<file path="config.mk">
export PLATFORM = sky130hd
export DESIGN_NAME = color_calc_sched
export DESIGN_NICKNAME = d
export VERILOG_FILES = /design/src/rtl/color_calc_pkg.sv /design/src/rtl/color_sched_out_reg.sv /design/src/rtl/color_calc_sched.sv
export SDC_FILE = /design/constraint.sdc
export NUM_CORES = 1
export LEC_CHECK = 0
export ABC_AREA = 1
export BUFFER_PORTS_ARGS = -buffer_cell sky130_fd_sc_hd__buf_2
export CAP_MARGIN = 20
export CORE_MARGIN = 5
export CORE_UTILIZATION = 49
export CTS_BUF_LIST = sky130_fd_sc_hd__clkbuf_4 sky130_fd_sc_hd__clkbuf_8
export DETAILED_ROUTE_END_ITERATION = 16
export MAX_ROUTING_LAYER = met4
export PLACE_DENSITY = 0.93
export REMOVE_ABC_BUFFERS = 1
export SYNTH_ARGS = -nofsm -noshare
export SYNTH_HDL_FRONTEND = slang
export SYNTH_SLANG_ARGS = --single-unit
</file>
<file path="constraint.sdc">
create_clock -name clk -period 1.7 [get_ports clk]
set_clock_uncertainty 0.1 [all_clocks]
set_input_delay 0.17 -clock clk [delete_from_list [all_inputs] [get_ports clk]]
set_output_delay 0.17 -clock clk [all_outputs]
set_load 0.01 [all_outputs]
</file>
<file path="src/rtl/color_calc_pkg.sv">
// color_calc_pkg: shared state type and constants for the colour frame sequencer.
// Used by color_calc_sched and color_sched_out_reg.
package color_calc_pkg;

  typedef enum logic [2:0] {
    IDLE,
    RD,
    CAP,
    CALC,
    EMIT,
    DONE
  } sched_state_t;

  localparam int RGB_W = 24;
  localparam int CALC_LAT_DEF = 3;

  function automatic int idx_w(input int n);
    return (n > 1) ? $clog2(n) : 1;
  endfunction

endpackage

</file>
<file path="src/rtl/color_sched_out_reg.sv">
// color_sched_out_reg: valid/ready hold register for the LED beat.
// Data and index stay frozen while valid is high and ready is low.
module color_sched_out_reg
  import color_calc_pkg::*;
#(
  parameter int AW = 4
)(
  input  logic             clk,
  input  logic             rst,
  input  logic             load,
  input  logic [RGB_W-1:0] load_rgb,
  input  logic [AW-1:0]    load_idx,
  input  logic             led_ready,
  output logic             led_valid,
  output logic [RGB_W-1:0] led_rgb,
  output logic [AW-1:0]    led_idx
);

  always_ff @(posedge clk or negedge rst) begin
    if (!rst) begin
      led_valid <= 1'b0;
      led_rgb   <= '0;
      led_idx   <= '0;
    end else if (load) begin
      led_valid <= 1'b1;
      led_rgb   <= load_rgb;
      led_idx   <= load_idx;
    end else if (led_valid && led_ready) begin
      led_valid <= 1'b0;
    end
  end

endmodule

</file>
<file path="src/rtl/color_calc_sched.sv">
// color_calc_sched: walks the note table, feeds the colour stage, streams RGB beats.
// Build option COLOR_SCHED_SKIP_ZERO_EN bypasses the colour wait for zero fast amplitude.
module color_calc_sched
  import color_calc_pkg::*;
#(
  parameter int W         = 6,
  parameter int D         = 10,
  parameter int NUM_NOTES = 12,
  parameter int CALC_LAT  = CALC_LAT_DEF,
  localparam int AW       = idx_w(NUM_NOTES)
)(
  input  logic             clk,
  input  logic             rst,
  input  logic             start,
  output logic             busy,
  output logic             frame_done,
  output logic             note_rd_en,
  output logic [AW-1:0]    note_rd_addr,
  input  logic [W+D-1:0]   note_amp_rd,
  input  logic [W+D-1:0]   note_ampf_rd,
  input  logic [D-1:0]     note_hue_rd,
  output logic [W+D-1:0]   calc_amp,
  output logic [W+D-1:0]   calc_ampf,
  output logic [D-1:0]     calc_hue,
  input  logic [RGB_W-1:0] calc_rgb,
  output logic             led_valid,
  input  logic             led_ready,
  output logic [RGB_W-1:0] led_rgb,
  output logic [AW-1:0]    led_idx
);

  localparam int CW = idx_w(CALC_LAT);
  localparam logic [AW-1:0] LAST_IDX = AW'(NUM_NOTES - 1);
  localparam logic [CW-1:0] LAST_CNT = CW'(CALC_LAT - 1);

  sched_state_t     state;
  logic [AW-1:0]    idx;
  logic [CW-1:0]    cnt;
  logic             skip;
  logic             ld;
  logic [RGB_W-1:0] ld_rgb;
  logic             hs;

`ifdef COLOR_SCHED_SKIP_ZERO_EN
  assign skip = (note_ampf_rd == '0);
`else
  assign skip = 1'b0;
`endif

  assign hs = led_valid & led_ready;

  // Beat load: settled colour at the end of CALC, or black on a skipped entry
  always_comb begin
    ld     = 1'b0;
    ld_rgb = calc_rgb;
    unique case (1'b1)
      (state == CAP) && skip: begin
        ld     = 1'b1;
        ld_rgb = '0;
      end
      (state == CALC) && (cnt == LAST_CNT): ld = 1'b1;
      default: ;
    endcase
  end

  always_ff @(posedge clk or negedge rst) begin
    if (!rst) begin
      state        <= IDLE;
      idx          <= '0;
      cnt          <= '0;
      busy         <= 1'b0;
      frame_done   <= 1'b0;
      note_rd_en   <= 1'b0;
      note_rd_addr <= '0;
      calc_amp     <= '0;
      calc_ampf    <= '0;
      calc_hue     <= '0;
    end else begin
      note_rd_en <= 1'b0;
      frame_done <= 1'b0;
      unique case (state)
        IDLE: begin
          if (start) begin
            state        <= RD;
            idx          <= '0;
            busy         <= 1'b1;
            note_rd_en   <= 1'b1;
            note_rd_addr <= '0;
          end
        end
        RD: state <= CAP;
        CAP: begin
          calc_amp  <= note_amp_rd;
          calc_ampf <= note_ampf_rd;
          calc_hue  <= note_hue_rd;
          cnt       <= '0;
          state     <= skip ? EMIT : CALC;
        end
        CALC: begin
          cnt <= cnt + 1'b1;
          if (cnt == LAST_CNT) state <= EMIT;
        end
        EMIT: begin
          if (hs) begin
            if (idx == LAST_IDX) begin
              state      <= DONE;
              busy       <= 1'b0;
              frame_done <= 1'b1;
            end else begin
              idx          <= idx + 1'b1;
              state        <= RD;
              note_rd_en   <= 1'b1;
              note_rd_addr <= idx + 1'b1;
            end
          end
        end
        DONE: state <= IDLE;
        default: state <= IDLE;
      endcase
    end
  end

  color_sched_out_reg #(
    .AW(AW)
  ) u_out (
    .clk      (clk),
    .rst      (rst),
    .load     (ld),
    .load_rgb (ld_rgb),
    .load_idx (idx),
    .led_ready(led_ready),
    .led_valid(led_valid),
    .led_rgb  (led_rgb),
    .led_idx  (led_idx)
  );

endmodule

</file>
==> results.yml, run 1 <==
hold_path:
  hp-start: "start"
  min_to: "busy"
  hold_depth: 3
  hold_path.class: "input pin to flop"
setup_path:
  worst-setup-path-type: "flop to flop"
  r2r_slack_ns: 0.17
  endpoint_kind: "flop"
  r2r_start: "idx[0]"
  r2r_end: "idx[3]"
  crit_required_ns: 1.85
  cp.arrival_ns: 1.67
  crit_fanout: 5
  reg2regPathDepth: 8
  worstSetupStartpointType: "flop"
route:
  viasPerCell: 5.32
  drtIter0Drc: 247
  dr.pass1.iters: 5
  wl_um: 11800
  via_count: 3750
  wl_per_cell_um: 16.7
  drcViolationCount: 0
  postRouteAntennaNets: 0
timing:
  setup-tns-final_ns: 0
  tightest_slew_ns: 0.440
  fin_crit_sh_pct: 89.7
  setup_viol: 0
  slew_viol_final: 0
  hold_viol: 0
  clock.fmax_mhz: 656
  slew_headroom_pct: 70.7
  min_period_ns: 1.53
  finalWorstSetupSlack_ns: 0.175
  rsz0062_at_grt: "false"
floorplan:
  die_area_um2: 8740
  die_x_um: 93.5
  coreArea_um2: 6790
  ioPinCount: 148
  initial_core_util_pct: 50.3
  fp.dieH_um: 93.5
  num_rows: 30
synth:
  synth_seq_area_share_pct: 60.8
  syn_avg_cell_area_um2: 8.80
  synth_top_family_by_area: "simple AND/OR/NAND/NOR gates"
  muxShareOfSynthArea_pct: 0
  syn_inst: 388
  syn-cell-area_um2: 3420
  synthSimpleGateAreaFrac_pct: 32.3
  ys_warn_count: 0
  ys_ff_latch: 83
  synth_xor_area_share_pct: 0
  synthAdderAreaFrac_pct: 0.733
  synth-compound-area-share_pct: 1.47
  synth.distinct_cells: 20
place:
  place_area_um2: 4280
  hpwl_um: 6740
  dp_slack_ns: 0.227
  io_buffers: 147
  dp_cells: 619
  place.gp.congestion: 0.795
power:
  internal_power_mw: 4.82
  pwr-share-clk_pct: 15.3
  power_frac_comb_pct: 44.4
  switching_share_pct: 43.6
  leakagePower_nw: 2.84
  switching_power_mw: 3.72
  fin_total_pwr_mw: 8.53
  ir_drop_v: 0.00103
  p_per_area_nw_per_um2: 1660
  power_frac_seq_pct: 40.3
finish:
  nets: 674
  nFillCells: 418
  final_common_cell: "nand2_1"
  area_growth_pct: 50.4
  fin_area_um2: 5140
  mostFrequentLayoutCells: "nand2_1, buf_2, dfrtp_1"
  final_cells: 705
  drive_gt1_share_pct: 29.8
grt:
  grt.total_usage_pct: 28.7
  grt_pass1_vias: 3935
  grt_first_pass_wirelength_um: 19000
  antenna_found_initial: 1
  grt_overflow: 0
  grt_max_degree: 44
clock_network:
  htree_levels: 3
  insertion_delay_ns: 0.35
  ctsLongestPathBuffers: 2
  post_cts_buffers: 0
  cts_inserted_buffers: 9
  tritoncts: "done"
  clock-sinks: 83
  root_buffer: "clkbuf_8"
  cts.clk_slew.worst_paths_ns: 0.09
  ctsResizeCount: 0
  ctsHoldBuffers: 68
run:
  drv_cap: 0
run_status:
  status: "completed"
## metrics by stage
| stage | hold slack (ns) | utilization, % |
|---|---|---|
| 2_1_floorplan | -0.226 | - |
| 3_3_place_gp | -0.0165 | 62.9 |
| 3_5_place_dp | -0.0155 | 62.9 |
| 4_1_cts | 0.136 | 75.6 |
| 5_1_grt | 0.188 | 75.6 |
| 6_report | 0.149 | 75.6 |
## how the worst max path moves through the flow
stage                        start      to  slack [ns]
after floorplan           state[1]  cnt[0]       -0.42
after global placement      idx[0]  idx[3]        0.28
after detailed placement    idx[0]  idx[3]        0.23
after CTS                   idx[0]  idx[3]        0.20
after global routing        idx[1]  idx[3]        0.03
final                       idx[0]  idx[3]        0.17
## cell families (layout without fill, tap and decap cells)
group                      Yosys count  after routing
DFF                                 83             83
other                                0              2
AOI/OAI and AO/OA                   10             10
buffers and inverters               36            255
adders and majority gates            2              2
and+or+nand+nor                    257            257
## layout make-up
type	count	area, um2	area share [%]
sequential	83	2080	40.4
timing repair buffer	224	1520	29.7
multi-input combinational	269	1180	22.9
clock buffer	9	124	2.41
tap	96	120	2.34
inverter	15	58.8	1.14
clock inverter	7	52.6	1.02
antenna	2	5.00	0.0974
## power groups by stage
| stage | clock network [mW] | logic, mW | registers (mW) |
|---|---|---|---|
| after floorplan | 0 | 1.42 | 3.85 |
| final | 1.31 | 3.79 | 3.44 |
| after detailed placement | 0 | 3.54 | 3.40 |
| after global placement | 0 | 3.38 | 3.37 |
| after CTS | 1.31 | 3.66 | 3.37 |
| after global routing | 1.41 | 4.20 | 3.52 |
## synth_stat cells
master	number	area (um2)
nand2_1	161	604
dfrtp_1	83	2080
nand3_1	81	405
inv_1	12	45.0
clkbuf_1	11	41.3
nor2_1	9	33.8
buf_2	7	35.0
a21oi_1	4	20.0
o21ai_1	4	20.0
buf_4	2	15.0
ha_1	2	25.0
inv_2	2	7.51
nand2_2	2	12.5
o21ai_0	2	10.0
buf_6	1	11.3
inv_4	1	6.26
nand2_4	1	11.3
nand3_4	1	17.5
nor2_2	1	6.26
nor2_4	1	11.3
## critical path: stages, from the launching register on
cell     delay [ns]
dfrtp_1        0.44
ha_1           0.22
nand2_1        0.07
nor2_1         0.18
nor2_1         0.11
nand2_2        0.11
nand2_1        0.08
nand2_1        0.07
nand2_1        0.05
## state kept, by name, summed over array words and instances (netlist names)
register and count:
u_out.led_valid 1, cnt 2, busy 1, calc_amp 16, u_out.led_rgb 24, note_rd_en 1, frame_done 1, idx 4
calc_hue 10, state 3, u_out.led_idx 4, calc_ampf 16
## per-layer routing
metal  track usage, %  wire [um]  vias to the layer above
met5                -          0                        -
met2             49.3       6250                      242
met4             20.6        741                        0
met1             29.6       4010                     1771
met3             4.75        748                       72
li1                 -          -                     1665
Power figures use the tool's default switching activity.
==> inputs of run 2 (changes only) <==
MAX_ROUTING_LAYER = default   (was met4)
==> results.yml, run 2 (synthesized netlist as in run 1, its figures left out) <==
run:
  drv_cap: 0
timing:
  rsz0062_at_grt: "false"
  setup_viol: 0
  fin_crit_sh_pct: 89.5
  fin_hold_ws_ns: 0.154
  slew_viol_final: 0
  slew_headroom_pct: 70.3
  setup-tns-final_ns: 0
  min_period_ns: 1.52
  clock.fmax_mhz: 657
  tightest_slew_ns: 0.446
  hold_viol: 0
  finalWorstSetupSlack_ns: 0.179
floorplan:
  ioPinCount: 148
  die_area_um2: 8740
  fp.dieH_um: 93.5
  coreArea_um2: 6790
  initial_core_util_pct: 50.3
  num_rows: 30
  die_x_um: 93.5
clock_network:
  cts.clk_slew.worst_paths_ns: 0.09
  cts_inserted_buffers: 9
  tritoncts: "done"
  insertion_delay_ns: 0.34
  htree_levels: 3
  root_buffer: "clkbuf_8"
  clock-sinks: 83
  ctsLongestPathBuffers: 2
finish:
  final_common_cell: "nand2_1"
  utilization_pct: 75.6
  reg_top3: "u_out.led_rgb: 24 flops, calc_amp: 16 flops, calc_ampf: 16 flops"
  area_growth_pct: 50.4
  drive_gt1_share_pct: 29.8
  mostFrequentLayoutCells: "nand2_1, buf_2, dfrtp_1"
  nets: 674
  top_register: "u_out.led_rgb"
  largest_reg_flops: 24
  fin_area_um2: 5140
  nFillCells: 418
setup_path:
  crit_fanout: 5
  crit_required_ns: 1.84
  cp.arrival_ns: 1.66
  r2r_start: "idx[0]"
  endpoint_kind: "flop"
  worst-setup-path-type: "flop to flop"
  reg2regPathDepth: 8
  worstSetupStartpointType: "flop"
  r2r_end: "idx[3]"
  r2r_slack_ns: 0.18
grt:
  grt_first_pass_wirelength_um: 19000
  antenna_found_initial: 1
  grt_overflow: 0
  grt_max_degree: 44
  grt_pass1_vias: 3929
  grt.total_usage_pct: 27.9
hold_path:
  hp-start: "start"
  min_to: "busy"
  hold_depth: 3
  hold_path.class: "input pin to flop"
run_status:
  status: "completed"
place:
  place_area_um2: 4280
  place.gp.congestion: 0.785
  dp_slack_ns: 0.227
  hpwl_um: 6740
  io_buffers: 147
power:
  leakagePower_nw: 2.84
  p_per_area_nw_per_um2: 1660
  ir_drop_v: 0.00103
route:
  drcViolationCount: 0
  via_count: 3754
  postRouteAntennaNets: 0
  viasPerCell: 5.32
  wl_um: 11800
  drtIter0Drc: 250
  dr.pass1.iters: 5
  wl_per_cell_um: 16.7
==> run 2: cell counts in the layout (fill, tap and decap cells not counted) <==
Identical to the previous run, type by type.
==> run 2: where the power goes <==
part / internal [mW] / total, mW / leakage, nW / switching (mW)
logic: 1.43 / 3.80 / 1.74 / 2.37
clock network: 0.538 / 1.30 / 0.0783 / 0.759
registers: 2.85 / 3.44 / 1.03 / 0.583
==> run 2: how the worst max path moves through the flow <==
stage | start | to | slack [ns] | cells past startpoint
6_report | idx[0] | idx[3] | 0.18 | 8
5_1_grt | idx[1] | idx[3] | 0.03 | 8
4_1_cts | idx[0] | idx[3] | 0.20 | 8
3_5_place_dp | idx[0] | idx[3] | 0.23 | 8
3_3_place_gp | idx[0] | idx[3] | 0.28 | 8
2_1_floorplan | state[1] | cnt[0] | -0.42 | 3
==> run 2: worst max-delay path: stages (launching register included) <==
cell and delay (ns):
dfrtp_1 0.44, ha_1 0.22, nand2_1 0.06, nor2_1 0.18
nor2_1 0.11, nand2_2 0.12, nand2_1 0.08, nand2_1 0.07
nand2_1 0.05
==> run 2: metal layers <==
layer	part of all wire [%]	up-vias	GRT usage, %
li1	-	1666	-
met1	34	1780	29.0
met2	54	243	49.7
met3	6.3	65	5.31
met4	6.0	0	20.4
met5	0	-	0
==> run 2: metrics by stage <==
stage / std cells / power (mW)
final: 705 / 8.53
after detailed placement: 619 / 6.94
after global routing: 704 / 9.12
after global placement: 619 / 6.75
after CTS: 703 / 8.34
after floorplan: 367 / 5.27
==> run 2: layout make-up <==
| class | count | area [um2] | share of cell area [%] |
|---|---|---|---|
| multi-input combinational | 269 | 1180 | 22.9 |
| tap | 96 | 120 | 2.34 |
| timing repair buffer | 224 | 1520 | 29.7 |
| sequential | 83 | 2080 | 40.4 |
| clock inverter | 7 | 52.6 | 1.02 |
| inverter | 15 | 58.8 | 1.14 |
| antenna | 2 | 5.00 | 0.0974 |
| clock buffer | 9 | 124 | 2.41 |
==> run 2: timing repair <==
action,in CTS,in global routing
endpoints found under the hold margin,150,0
resized for setup,0,0
setup buffers,0,0
hold buffers,68,0
==> inputs of run 3 (changes only) <==
PLACE_DENSITY = 0.91   (was 0.93)
==> results.yml, run 3 (synthesized netlist as in run 1, its figures left out) <==
setup_path:
  reg2regPathDepth: 5
  r2r_end: "u_out.led_idx[3]"
  crit_required_ns: 1.83
  endpoint_kind: "flop"
  cpLargestDelayFamily: "flip-flops"
  cpPeakStageDelay_ns: 0.57
  worstSetupStartpointType: "flop"
  crit_buf_inv: 1
  worst-setup-path-type: "flop to flop"
  r2r_slack_ns: 0.17
  worstPathCellList: "nand3_4 > inv_4 > nand2_4 > nand2_1 > o21ai_1"
  cp.arrival_ns: 1.66
  r2r_start: "state[1]"
  crit_fanout: 32
  slowest_stage: "dfrtp_1"
clock_network:
  clock-sinks: 83
  tritoncts: "done"
  insertion_delay_ns: 0.35
  htree_levels: 3
  ctsResizeCount: 0
  ctsHoldBuffers: 67
  post_cts_buffers: 0
  cts_inserted_buffers: 9
  cts.clk_slew.worst_paths_ns: 0.09
  ctsLongestPathBuffers: 2
  root_buffer: "clkbuf_8"
timing:
  rsz0062_at_grt: "false"
  setup_viol: 0
  clock.fmax_mhz: 655
  hold_viol: 0
  slew_headroom_pct: 68.8
  min_period_ns: 1.53
  slew_viol_final: 0
  fin_hold_ws_ns: 0.0210
  fin_crit_sh_pct: 89.8
  tightest_slew_ns: 0.467
finish:
  final_cells: 704
  top_register: "u_out.led_rgb"
  area_growth_pct: 50.7
  largest_reg_flops: 24
  utilization_pct: 75.8
  final_common_cell: "nand2_1"
  nets: 673
  drive_gt1_share_pct: 29.9
  reg_top3: "u_out.led_rgb: 24 flops, calc_amp: 16 flops, calc_ampf: 16 flops"
  mostFrequentLayoutCells: "nand2_1, buf_2, dfrtp_1"
floorplan:
  fp.dieH_um: 93.5
  die_area_um2: 8740
  die_x_um: 93.5
  initial_core_util_pct: 50.3
  num_rows: 30
  coreArea_um2: 6790
  ioPinCount: 148
grt:
  grt_max_degree: 44
  grt_first_pass_wirelength_um: 17400
  antenna_found_initial: 0
  grt.total_usage_pct: 25.7
  grt_overflow: 0
  grt_pass1_vias: 3709
place:
  place.gp.congestion: 0.822
  io_buffers: 147
  dp_cells: 619
  hpwl_um: 6520
hold_path:
  hold_depth: 3
  hold_path.class: "input pin to flop"
  min_to: "calc_amp[0]"
  hp-start: "note_amp_rd[0]"
route:
  via_count: 3622
  postRouteAntennaNets: 0
  viasPerCell: 5.14
  wl_um: 10900
  dr.pass1.iters: 5
  drtIter0Drc: 175
  drcViolationCount: 0
  wl_per_cell_um: 15.5
run:
  drv_cap: 0
run_status:
  status: "completed"
power:
  leakagePower_nw: 2.86
  p_per_area_nw_per_um2: 1650
  ir_drop_v: 0.00126
==> run 3: worst min-delay path, stage by stage <==
cell,delay (ns)
buf_2,0.09
nand3_1,0.10
nand2_1,0.09
==> run 3: through the flow <==
stage          total power [mW]  setup WS, ns  setup TNS, ns  instance area [um2]
6_report                   8.50         0.174              0                 5150
5_1_grt                    9.11        0.0829              0                 5140
4_1_cts                    8.41         0.208              0                 5140
3_5_place_dp               6.85         0.228              0                 4260
3_3_place_gp               6.71         0.276              0                 4260
2_1_floorplan              5.27        -0.417         -25.63                 3310
==> run 3: where the power goes <==
part / internal [mW] / leakage [nW] / switching [mW]
clock network: 0.740 / 0.0992 / 0.712
registers: 2.85 / 1.03 / 0.572
logic: 1.38 / 1.73 / 2.25
total: 4.97 / 2.86 / 3.53
==> run 3: area by class of cell <==
class / count / area, um2
timing repair buffer: 223 / 1500
fill: 454 / 1650
sequential: 83 / 2080
multi-input combinational: 269 / 1180
inverter: 15 / 58.8
clock buffer: 11 / 145
antenna: 2 / 5.00
tap: 96 / 120
clock inverter: 5 / 62.6
==> run 3: how the worst max path moves through the flow <==
| stage | start | depth (start not counted) | end |
|---|---|---|---|
| 5_1_grt | state[1] | 5 | u_out.led_idx[2] |
| 4_1_cts | state[1] | 5 | u_out.led_idx[3] |
| 6_report | state[1] | 5 | u_out.led_idx[3] |
| 3_5_place_dp | state[1] | 5 | u_out.led_idx[2] |
| 2_1_floorplan | state[1] | 3 | cnt[0] |
| 3_3_place_gp | idx[0] | 8 | idx[3] |
==> run 3: metal layers <==
metal | up-vias | routed length (um) | GRT usage, %
met4 | 0 | 725 | 18.7
met2 | 198 | 5580 | 44.3
met1 | 1693 | 3910 | 28.0
met5 | - | 0 | 0
li1 | 1665 | - | -
met3 | 66 | 662 | 5.15
